$ cat src/rtl/seg7_pkg.sv
`default_nettype none
// ============================================================================
// Module  : seg7_pkg
// Brief   : Shared glyphs, converter state type and helpers for the
//           seven-segment scan driver.
// Rev     : 1.0  initial release
// ============================================================================
package seg7_pkg;

    // Glyphs are held active-low in abcdefg order (bit 6 = segment a).
    localparam logic [6:0] c_GLYPH_0     = 7'b0000001;
    localparam logic [6:0] c_GLYPH_1     = 7'b1001111;
    localparam logic [6:0] c_GLYPH_2     = 7'b0010010;
    localparam logic [6:0] c_GLYPH_3     = 7'b0000110;
    localparam logic [6:0] c_GLYPH_4     = 7'b1001100;
    localparam logic [6:0] c_GLYPH_5     = 7'b0100100;
    localparam logic [6:0] c_GLYPH_6     = 7'b0100000;
    localparam logic [6:0] c_GLYPH_7     = 7'b0001111;
    localparam logic [6:0] c_GLYPH_8     = 7'b0000000;
    localparam logic [6:0] c_GLYPH_9     = 7'b0000100;
    localparam logic [6:0] c_GLYPH_DASH  = 7'b1111110;
    localparam logic [6:0] c_GLYPH_BLANK = 7'b1111111;

    typedef enum logic [1:0] {
        ST_IDLE  = 2'd0,
        ST_SHIFT = 2'd1,
        ST_DONE  = 2'd2
    } conv_state_t;

    function automatic logic [63:0] pow10(input int n);
        logic [63:0] r;
        r = 64'd1;
        for (int i = 0; i < n; i++) begin
            r = r * 64'd10;
        end
        return r;
    endfunction

    // Non-decimal nibbles cannot come out of the converter; show them blank.
    function automatic logic [6:0] glyph(input logic [3:0] nib);
        logic [6:0] g;
        case (nib)
            4'd0:    g = c_GLYPH_0;
            4'd1:    g = c_GLYPH_1;
            4'd2:    g = c_GLYPH_2;
            4'd3:    g = c_GLYPH_3;
            4'd4:    g = c_GLYPH_4;
            4'd5:    g = c_GLYPH_5;
            4'd6:    g = c_GLYPH_6;
            4'd7:    g = c_GLYPH_7;
            4'd8:    g = c_GLYPH_8;
            4'd9:    g = c_GLYPH_9;
            default: g = c_GLYPH_BLANK;
        endcase
        return g;
    endfunction

endpackage
`default_nettype wire

$ cat src/rtl/bin2bcd_seq.sv
`default_nettype none
// ============================================================================
// Module  : bin2bcd_seq
// Brief   : Sequential shift-add-3 binary to BCD converter with load/busy/done.
// Rev     : 1.0  initial release
// ============================================================================
module bin2bcd_seq
    import seg7_pkg::*;
#(
    parameter int VALUE_W    = 14,
    parameter int NUM_DIGITS = 4
) (
    input  logic                    clk,
    input  logic                    rst_n,
    input  logic                    i_load,
    input  logic [VALUE_W-1:0]      i_value,
    output logic                    o_busy,
    output logic                    o_done,
    output logic [4*NUM_DIGITS-1:0] o_bcd,
    output logic                    o_ovf
);

    localparam int                 c_BCD_W = 4 * NUM_DIGITS;
    localparam int                 c_CNT_W = $clog2(VALUE_W + 1);
    localparam logic [63:0]        c_MAX   = pow10(NUM_DIGITS) - 64'd1;
    localparam logic [c_CNT_W-1:0] c_LAST  = c_CNT_W'(VALUE_W - 1);

    conv_state_t        r_state;
    logic [VALUE_W-1:0] r_bin;
    logic [c_BCD_W-1:0] r_scratch;
    logic [c_BCD_W-1:0] w_adj;
    logic [c_CNT_W-1:0] r_cnt;
    logic               r_busy;
    logic               r_ovf_cand;
    logic               w_ovf_cand;

    assign w_ovf_cand = (64'(i_value) > c_MAX);

    always_comb begin
        w_adj = r_scratch;
        for (int d = 0; d < NUM_DIGITS; d++) begin
            if (r_scratch[4*d +: 4] >= 4'd5) begin
                w_adj[4*d +: 4] = r_scratch[4*d +: 4] + 4'd3;
            end
        end
    end

    always_ff @(posedge clk or negedge rst_n) begin
        if (!rst_n) begin
            r_state    <= ST_IDLE;
            r_bin      <= '0;
            r_scratch  <= '0;
            r_cnt      <= '0;
            r_busy     <= 1'b0;
            r_ovf_cand <= 1'b0;
        end else begin
            case (r_state)
                ST_IDLE: begin
                    if (i_load) begin
                        r_bin      <= i_value;
                        r_scratch  <= '0;
                        r_cnt      <= '0;
                        r_ovf_cand <= w_ovf_cand;
                        r_busy     <= 1'b1;
                        r_state    <= ST_SHIFT;
                    end
                end
                ST_SHIFT: begin
                    // Binary MSB enters the BCD scratch after the add-3 correction.
                    r_scratch <= (w_adj << 1) | c_BCD_W'(r_bin[VALUE_W-1]);
                    r_bin     <= r_bin << 1;
                    r_cnt     <= r_cnt + c_CNT_W'(1);
                    if (r_cnt == c_LAST) begin
                        r_state <= ST_DONE;
                    end
                end
                ST_DONE: begin
                    r_busy  <= 1'b0;
                    r_state <= ST_IDLE;
                end
                default: begin
                    r_busy  <= 1'b0;
                    r_state <= ST_IDLE;
                end
            endcase
        end
    end

    assign o_busy = r_busy;
    assign o_done = (r_state == ST_DONE);
    assign o_bcd  = r_scratch;
    assign o_ovf  = r_ovf_cand;

endmodule
`default_nettype wire

$ cat src/rtl/seg7_scan_driver.sv
`default_nettype none
// ============================================================================
// Module  : seg7_scan_driver
// Brief   : N-digit multiplexed seven-segment driver with BCD conversion,
//           leading-zero blanking, overflow dashes and selectable polarity.
// Rev     : 1.0  initial release
// ============================================================================
module seg7_scan_driver
    import seg7_pkg::*;
#(
    parameter int NUM_DIGITS    = 4,
    parameter int VALUE_W       = 14,
    parameter int REFRESH_DIV   = 50000,
    parameter int ACTIVE_LOW    = 1,
    parameter int BLANK_LEADING = 1
) (
    input  logic                  clk,
    input  logic                  rst_n,
    input  logic                  load,
    input  logic [VALUE_W-1:0]    value,
    output logic                  busy,
    output logic                  ovf,
    output logic [6:0]            seg,
    output logic [NUM_DIGITS-1:0] an
);

    localparam int                    c_BCD_W    = 4 * NUM_DIGITS;
    localparam int                    c_PRE_W    = (REFRESH_DIV > 1) ? $clog2(REFRESH_DIV) : 1;
    localparam int                    c_IDX_W    = (NUM_DIGITS > 1) ? $clog2(NUM_DIGITS) : 1;
    localparam logic [c_PRE_W-1:0]    c_PRE_LAST = c_PRE_W'(REFRESH_DIV - 1);
    localparam logic [c_IDX_W-1:0]    c_IDX_LAST = c_IDX_W'(NUM_DIGITS - 1);
    localparam logic [NUM_DIGITS-1:0] c_SEL0     = NUM_DIGITS'(1);
    localparam logic [6:0]            c_SEG_RST  = (ACTIVE_LOW != 0) ? c_GLYPH_0 : ~c_GLYPH_0;
    localparam logic [NUM_DIGITS-1:0] c_AN_RST   = (ACTIVE_LOW != 0) ? ~c_SEL0 : c_SEL0;

    logic                  w_busy;
    logic                  w_done;
    logic [c_BCD_W-1:0]    w_bcd;
    logic                  w_ovf_cand;

    logic [c_BCD_W-1:0]    r_disp;
    logic                  r_ovf;
    logic [c_PRE_W-1:0]    r_presc;
    logic [c_IDX_W-1:0]    r_digit;
    logic [6:0]            r_seg;
    logic [NUM_DIGITS-1:0] r_an;

    logic [NUM_DIGITS-1:0] w_zero;
    logic [NUM_DIGITS-1:0] w_sel;
    logic [3:0]            w_nib;
    logic                  w_upper_zero;
    logic [6:0]            w_glyph;

    bin2bcd_seq #(
        .VALUE_W    (VALUE_W),
        .NUM_DIGITS (NUM_DIGITS)
    ) u_conv (
        .clk     (clk),
        .rst_n   (rst_n),
        .i_load  (load),
        .i_value (value),
        .o_busy  (w_busy),
        .o_done  (w_done),
        .o_bcd   (w_bcd),
        .o_ovf   (w_ovf_cand)
    );

    // The display register only changes on done, so a conversion never tears.
    always_ff @(posedge clk or negedge rst_n) begin
        if (!rst_n) begin
            r_disp <= '0;
            r_ovf  <= 1'b0;
        end else if (w_done) begin
            r_disp <= w_bcd;
            r_ovf  <= w_ovf_cand;
        end
    end

    always_ff @(posedge clk or negedge rst_n) begin
        if (!rst_n) begin
            r_presc <= '0;
            r_digit <= '0;
        end else if (r_presc == c_PRE_LAST) begin
            r_presc <= '0;
            r_digit <= (r_digit == c_IDX_LAST) ? '0 : r_digit + c_IDX_W'(1);
        end else begin
            r_presc <= r_presc + c_PRE_W'(1);
        end
    end

    // w_zero[k]: digits k and above are all zero.
    always_comb begin
        w_zero = '0;
        for (int k = 0; k < NUM_DIGITS; k++) begin
            w_zero[k] = ((r_disp >> (4 * k)) == '0);
        end
    end

    always_comb begin
        w_sel        = '0;
        w_nib        = 4'd0;
        w_upper_zero = 1'b0;
        for (int k = 0; k < NUM_DIGITS; k++) begin
            if (r_digit == c_IDX_W'(k)) begin
                w_sel[k]     = 1'b1;
                w_nib        = r_disp[4*k +: 4];
                w_upper_zero = w_zero[k];
            end
        end
    end

    always_comb begin
        if (r_ovf) begin
            w_glyph = c_GLYPH_DASH;
        end else if ((BLANK_LEADING != 0) && (r_digit != '0) && w_upper_zero) begin
            w_glyph = c_GLYPH_BLANK;
        end else begin
            w_glyph = glyph(w_nib);
        end
    end

    always_ff @(posedge clk or negedge rst_n) begin
        if (!rst_n) begin
            r_seg <= c_SEG_RST;
            r_an  <= c_AN_RST;
        end else begin
            r_seg <= (ACTIVE_LOW != 0) ? w_glyph : ~w_glyph;
            r_an  <= (ACTIVE_LOW != 0) ? ~w_sel : w_sel;
        end
    end

    assign busy = w_busy;
    assign ovf  = r_ovf;
    assign seg  = r_seg;
    assign an   = r_an;

endmodule
`default_nettype wire

$ cat config.mk
export PLATFORM = sky130hd
export DESIGN_NAME = seg7_scan_driver
export DESIGN_NICKNAME = d
export VERILOG_FILES = /design/src/rtl/seg7_pkg.sv /design/src/rtl/bin2bcd_seq.sv /design/src/rtl/seg7_scan_driver.sv
export SDC_FILE = /design/constraint.sdc
export NUM_CORES = 1
export LEC_CHECK = 0
export BUFFER_PORTS_ARGS = -buffer_cell sky130_fd_sc_hd__buf_2
export CAP_MARGIN = 10
export CORE_ASPECT_RATIO = 2
export CORE_MARGIN = 1.5
export CORE_UTILIZATION = 40
export DETAILED_ROUTE_END_ITERATION = 8
export GPL_TIMING_DRIVEN = 0
export MAX_ROUTING_LAYER = met4
export PLACE_DENSITY = 0.63
export SLEW_MARGIN = 40
export SYNTH_ARGS = -nofsm -noshare
export SYNTH_HDL_FRONTEND = slang
export SYNTH_SLANG_ARGS = --single-unit
$ cat constraint.sdc
create_clock -name clk -period 2.9 [get_ports clk]
set_input_delay 0.58 -clock clk [delete_from_list [all_inputs] [get_ports clk]]
set_output_delay 0.58 -clock clk [all_outputs]
set_load 0.03 [all_outputs]
Word-level counts from Yosys, hierarchy flattened
Memory sizes are Yosys's and may differ from the RTL's. Cells that the tools add are included.

Bits in registers: 84. Bits in read-only memories: 112. Input bits: 17. Output and inout bits: 13. Word-level logic and storage cells: 81. Memories kept: 1.

Memories: (no name shown) (depth 16, bits a word 7, read ports 1, clocked after memory_dff 0, wr ports 0, line seg7_pkg.sv:42) `case (nib)`.

Add/subtract/negate cells: 7. $lt $le $gt $ge: 5. Equal/unequal tests: 9. Mux-type cells: 31. Bitwise operators: 3. Reduce and logical (&&, ||, !) cells: 13.

Operators by type and width (count): $logic_not A16 Y1 (4); $mux W16 (2); $mux W4 (8); $pmux W16 S2 (1); $pmux W14 S2 (1); $add A16 B1 Y16 const B (1); $eq A16 B16 Y1 const B (1); $ge A4 B3 Y1 const B (4); $or A16 B1 Y16 (1); $gt A14 B14 Y1 const B (1); $mux W14 (1); $mux W7 (2); $add A4 B2 Y4 const B (3); $mux W1 (9); $pmux W4 S2 (1); $reduce_and A2 Y1 (4); $eq A2 B2 Y1 const B (3); $mux W2 (3); $add A4 B1 Y4 const B (1); $eq A2 B1 Y1 const B (2); $eq A4 B4 Y1 const B (1); $logic_not A2 Y1 (2); $not A4 Y4 (1); $pmux W2 S2 (1); 9 further kinds (10).

Depth between registers and ports, before layout
Depth in word-level cells: 8. Depth in mapped cells: 11. Depth with buffers taken out: 11.

Modules after synthesis
A second synthesis with hierarchy kept.

Cell total of the unflattened synthesis: 391. Area total of the unflattened synthesis: 4107.7 µm².

Modules (own cells, without submodules): seg7_scan_driver (instances 1, cells each 198, area an instance 2195.9 µm², seq. area each 1156.1 µm²); bin2bcd_seq (instances 1, cells each 193, area an instance 1911.8 µm², seq. area each 950.9 µm²).

Worst setup path before layout
No wires, ideal clock.

Path type: register -> register. Start point: register r_digit[0]. End point: register r_seg[3] (netlist: seg[3]). Setup time: 143 ps. Arrival time: 1869 ps. Required time: 2757 ps. Path slack: 889 ps. Stages on the path, launching flop included: 11. Path buffers: 0. Clock period less this slack: 2011 ps. Path through: dfrtp_1 -> inv_1 -> ha_1 -> nand2b_1 -> o22ai_1 -> a31oi_2 -> inv_1 -> ha_1 -> nand3_1 -> a21oi_1 -> o21ai_0.

Cells in the longest elaborated chain, start to end: 8. Elaborated cells on any way between the ends: 17. Classes of those cells: 3 x eq/ne; 10 x mux; 3 x reduce/logical; 1 x memory.

Ends and longest elaborated chain: start, declared (line seg7_scan_driver.sv:44) `logic [c_IDX_W-1:0] r_digit;`; start signal, assigned (line seg7_scan_driver.sv:85) `r_digit <= (r_digit == c_IDX_LAST) ? '0 : r_digit + c_IDX_W'(1);`; $logic_not A2 Y1 (line seg7_scan_driver.sv:104) `if (r_digit == c_IDX_W'(k)) begin`; $mux W4 or $mux W1 (tied branches) (4 in a row) (line seg7_scan_driver.sv:104); $mem_v2 Z16 W7 or $logic_and A1 B1 Y1 (tied branches); $mux W7 (*) (line seg7_scan_driver.sv:115) `end else if ((BLANK_LEADING != 0) && (r_digit != '0) && w_upper_zero) begin`; $mux W7 (*) (line seg7_scan_driver.sv:113) `if (r_ovf) begin`; named net w_glyph[3] (line seg7_scan_driver.sv:52) `logic [6:0] w_glyph;`; end signal, assigned (line seg7_scan_driver.sv:124) `r_seg <= c_SEG_RST;`; end signal, assigned (line seg7_scan_driver.sv:127) `r_seg <= (ACTIVE_LOW != 0) ? w_glyph : ~w_glyph;`; end, declared (line seg7_scan_driver.sv:45) `logic [6:0] r_seg;`.

Mark *: on every way through the listed nets, which the timed path passes. The rest lies on a longest branch. A chain may end at the register's enable or synchronous reset.

Worst setup path after layout
Start point: register r_digit[0]. End point: register r_seg[6] (netlist: seg[6]).

Same word-level chain as after synthesis.

==> flow_metrics.env <==
export IMPL_status="complete, no violations"
export IMPL_vias=3004
export IMPL_via_per_inst=5.20
export IMPL_cpPeakStageDelay_ns=0.38
export IMPL_antenna_found_initial=0
export IMPL_setup_tns_ns=0
export IMPL_drc_errors=0
export IMPL_overflow=0
export IMPL_insertion_delay_ns=0.34
export IMPL_crit_required_ns=3.09
export IMPL_synth_edf_count=0
export IMPL_yosysWarnings=0
export IMPL_synthFlopType="dfrtp_1"
export IMPL_ctsHoldBuffers=0
export IMPL_timing_final_ws_setup_ns=0.557
export IMPL_synth_cell_types=44
export IMPL_r2r_start="r_digit[0]$_DFFE_PN0N_"
export IMPL_die_w_um=74.0
export IMPL_cts_tree="built"
export IMPL_syn2layout_area_growth_pct=15.3
export IMPL_post_cts_setup_buffers=0
export IMPL_clockBufferDepth=2
export IMPL_drive_gt1_frac=0.155
export IMPL_irDropWorstVdd_uv=484
export IMPL_cts_root_buffer="clkbuf_16"
export IMPL_cp_arrival_ns=2.54
export IMPL_finalHoldViolations=0
export IMPL_fin_crit_sh=0.808
export IMPL_tightestPinTransition_ns=0.506
export IMPL_hpwl_mm=6.16
export IMPL_core_area_um2=9760
export IMPL_cts_resized=0
export IMPL_yosysMostFrequentCell="dfrtp_1"
export IMPL_syn_area_per_cell_um2=10.1
export IMPL_place_gp_congestion=0.837
export IMPL_io_buffers=29
export IMPL_synth_area_leaders="dfrtp_1, ha_1, o21ai_0"
export IMPL_grt_usage=0.175
export IMPL_nNetsFinal=480
export IMPL_drt_iter0_drc=143
export IMPL_dp_slack_ns=0.563
export IMPL_start_kind="flop"
export IMPL_power_density_nw_per_um2=932
export IMPL_drv_cap=0
export IMPL_drv_slew=0
export IMPL_firstDrtPassIters=4
export IMPL_critPathSlowestCell="dfrtp_1"
export IMPL_yosysTopAreaCellShare=0.496
export IMPL_dieArea_um2=10700
export IMPL_rows=51
export IMPL_p_leak_nw=2.10
export IMPL_seq_area_frac_synth=0.522
export IMPL_io_pins=30
export IMPL_cp_cell_sequence="inv_1, ha_1, nand2b_1, o22ai_1, a31oi_2, inv_1, ha_1, inv_1, a21oi_1, a211oi_1, o21ai_0"
export IMPL_relSlewSlack=0.663
export IMPL_hold_class="input port to async pin"
export IMPL_drt_wl_total_mm=8.29
export IMPL_async_reset_ff_frac=1.00
export IMPL_wire_per_inst_um=14.3
export IMPL_path_class="flop to flop"
export IMPL_fmax_mhz=427
export IMPL_synth_area_um2=4040
export IMPL_clock_sinks=84
export IMPL_ys_ff_latch=84
export IMPL_critical_path_top_cell_by_count="inv_1"
export IMPL_clk_pin_slew_ns=0.06
export IMPL_die_y_um=145
export IMPL_syn_inst=401
export IMPL_grt_first_pass_wirelength_mm=14.1
export IMPL_crit_fanout=7
export IMPL_setup_violations_final=0
export IMPL_fin_skew_ns=0.00457
export IMPL_drtAntennaViolNets=0
export IMPL_synth_common_cells="dfrtp_1, nor2_1, o21ai_0"
export IMPL_cts_buffers=9
export IMPL_post_route_min_period_ns=2.34
export IMPL_synth_top_cell_by_area="dfrtp_1"
export IMPL_endpoint_kind="flop"
export IMPL_rsz0062_at_grt="no"
export IMPL_syn_nets=439
export IMPL_start_util=0.413
export IMPL_grt_max_degree=55
export IMPL_htreeDepth=3
export IMPL_antenna_cells=0
export IMPL_crit_start="r_digit[0]$_DFFE_PN0N_"
export IMPL_first_global_vias=2948
[metal layers]
layer  vias up  part of all wire  wire length (um)  global-route usage
met3        19             0.026               215              0.0285
met1      1452              0.38              3160               0.176
li1       1482                 -                 -                   -
met5         -                 0                 0                   -
met2        51              0.57              4710               0.313
met4         0             0.025               207              0.0824
[final timing paths]
check,end,slack [ns],cells past startpoint
max reg2reg,seg[6]$_DFF_PN0_,0.56,11
min,r_presc[8]$_DFF_PN0_,0.11,1
max,seg[6]$_DFF_PN0_,0.56,11
max in group asynchronous,seg[0]$_DFF_PN1_,2.18,2
min in group clk,u_conv.r_bin[0]$_DFFE_PN0P_,0.44,3
min reg2reg,r_presc[15]$_DFF_PN0_,0.49,1
[flip-flops by register name, indices dropped and copies added (netlist names)]
register        count
r_disp             16
r_presc            16
u_conv.o_bcd       16
u_conv.r_bin       14
seg                 7
an                  4
u_conv.r_cnt        4
r_digit             2
u_conv.r_state      2
ovf                 1
u_conv.o_busy       1
u_conv.o_ovf        1
[layout make-up]
| type | instances | area, um2 |
|---|---|---|
| Fill cell | 954 | 5110 |
| Buffer | 15 | 62.6 |
| Clock inverter | 1 | 7.51 |
| Clock buffer | 14 | 264 |
| Tap cell | 132 | 165 |
| Inverter | 21 | 78.8 |
| Sequential cell | 84 | 2110 |
| Multi-Input combinational cell | 281 | 1790 |
| Timing Repair Buffer | 30 | 179 |
[report_power, final]
group / internal [mW] / switching, mW / leakage, nW
clock network: 0.623 / 0.429 / 0.129
registers: 1.53 / 0.259 / 1.03
logic: 0.609 / 0.888 / 0.938
[stage by stage]
step	area, um2	hold WS (ns)	instances	total power, mW	utilization
after floorplan	4040	0.284	401	2.90	-
after global placement	4350	0.467	562	3.25	0.445
after detailed placement	4380	0.480	563	3.31	0.449
after CTS	4650	0.123	578	4.38	0.476
after global routing	4650	0.134	578	4.67	0.476
final	4650	0.110	578	4.34	0.476
[cells by family (layout without fill, tap and decap cells)]
family | after synthesis | after routing | share of synthesized area
adder cells (fa/ha/maj) | 21 | 21 | 0.0651
XOR/XNOR | 21 | 21 | 0.0456
AO/OA/AOI/OAI | 92 | 92 | 0.142
flip-flops | 84 | 84 | 0.522
multiplexers | 10 | 10 | 0.0276
AND/OR/NAND/NOR | 137 | 137 | 0.162
buffers and inverters | 36 | 81 | 0.0350
[critical path: cells and delay by family (launching register included)]
family	cells	cell delay (ns)
compound gates	5	0.85
buf+inv	3	0.32
simple gates	1	0.17
flops	1	0.38
fa+ha+maj	2	0.47
[placed cells by master (no fill, tap or decap), types with 2 or more instances in the layout]
cell	instances
a211oi_1	3
a21oi_1	17
a31oi_1	2
a32o_1	4
and3_1	4
buf_1	5
buf_2	33
clkbuf_1	8
clkbuf_16	9
clkbuf_8	2
dfrtp_1	80
dfstp_2	4
ha_1	21
inv_1	21
mux2_2	9
nand2_1	31
nand2b_1	8
nand3_1	28
nand4_1	2
nor2_1	42
nor2b_1	2
nor3_1	4
nor4_1	6
o21ai_0	36
o22ai_1	17
o31ai_1	4
o32ai_1	3
xnor2_1	10
xor2_1	11
Note: power is estimated with default switching activity, not from simulation.
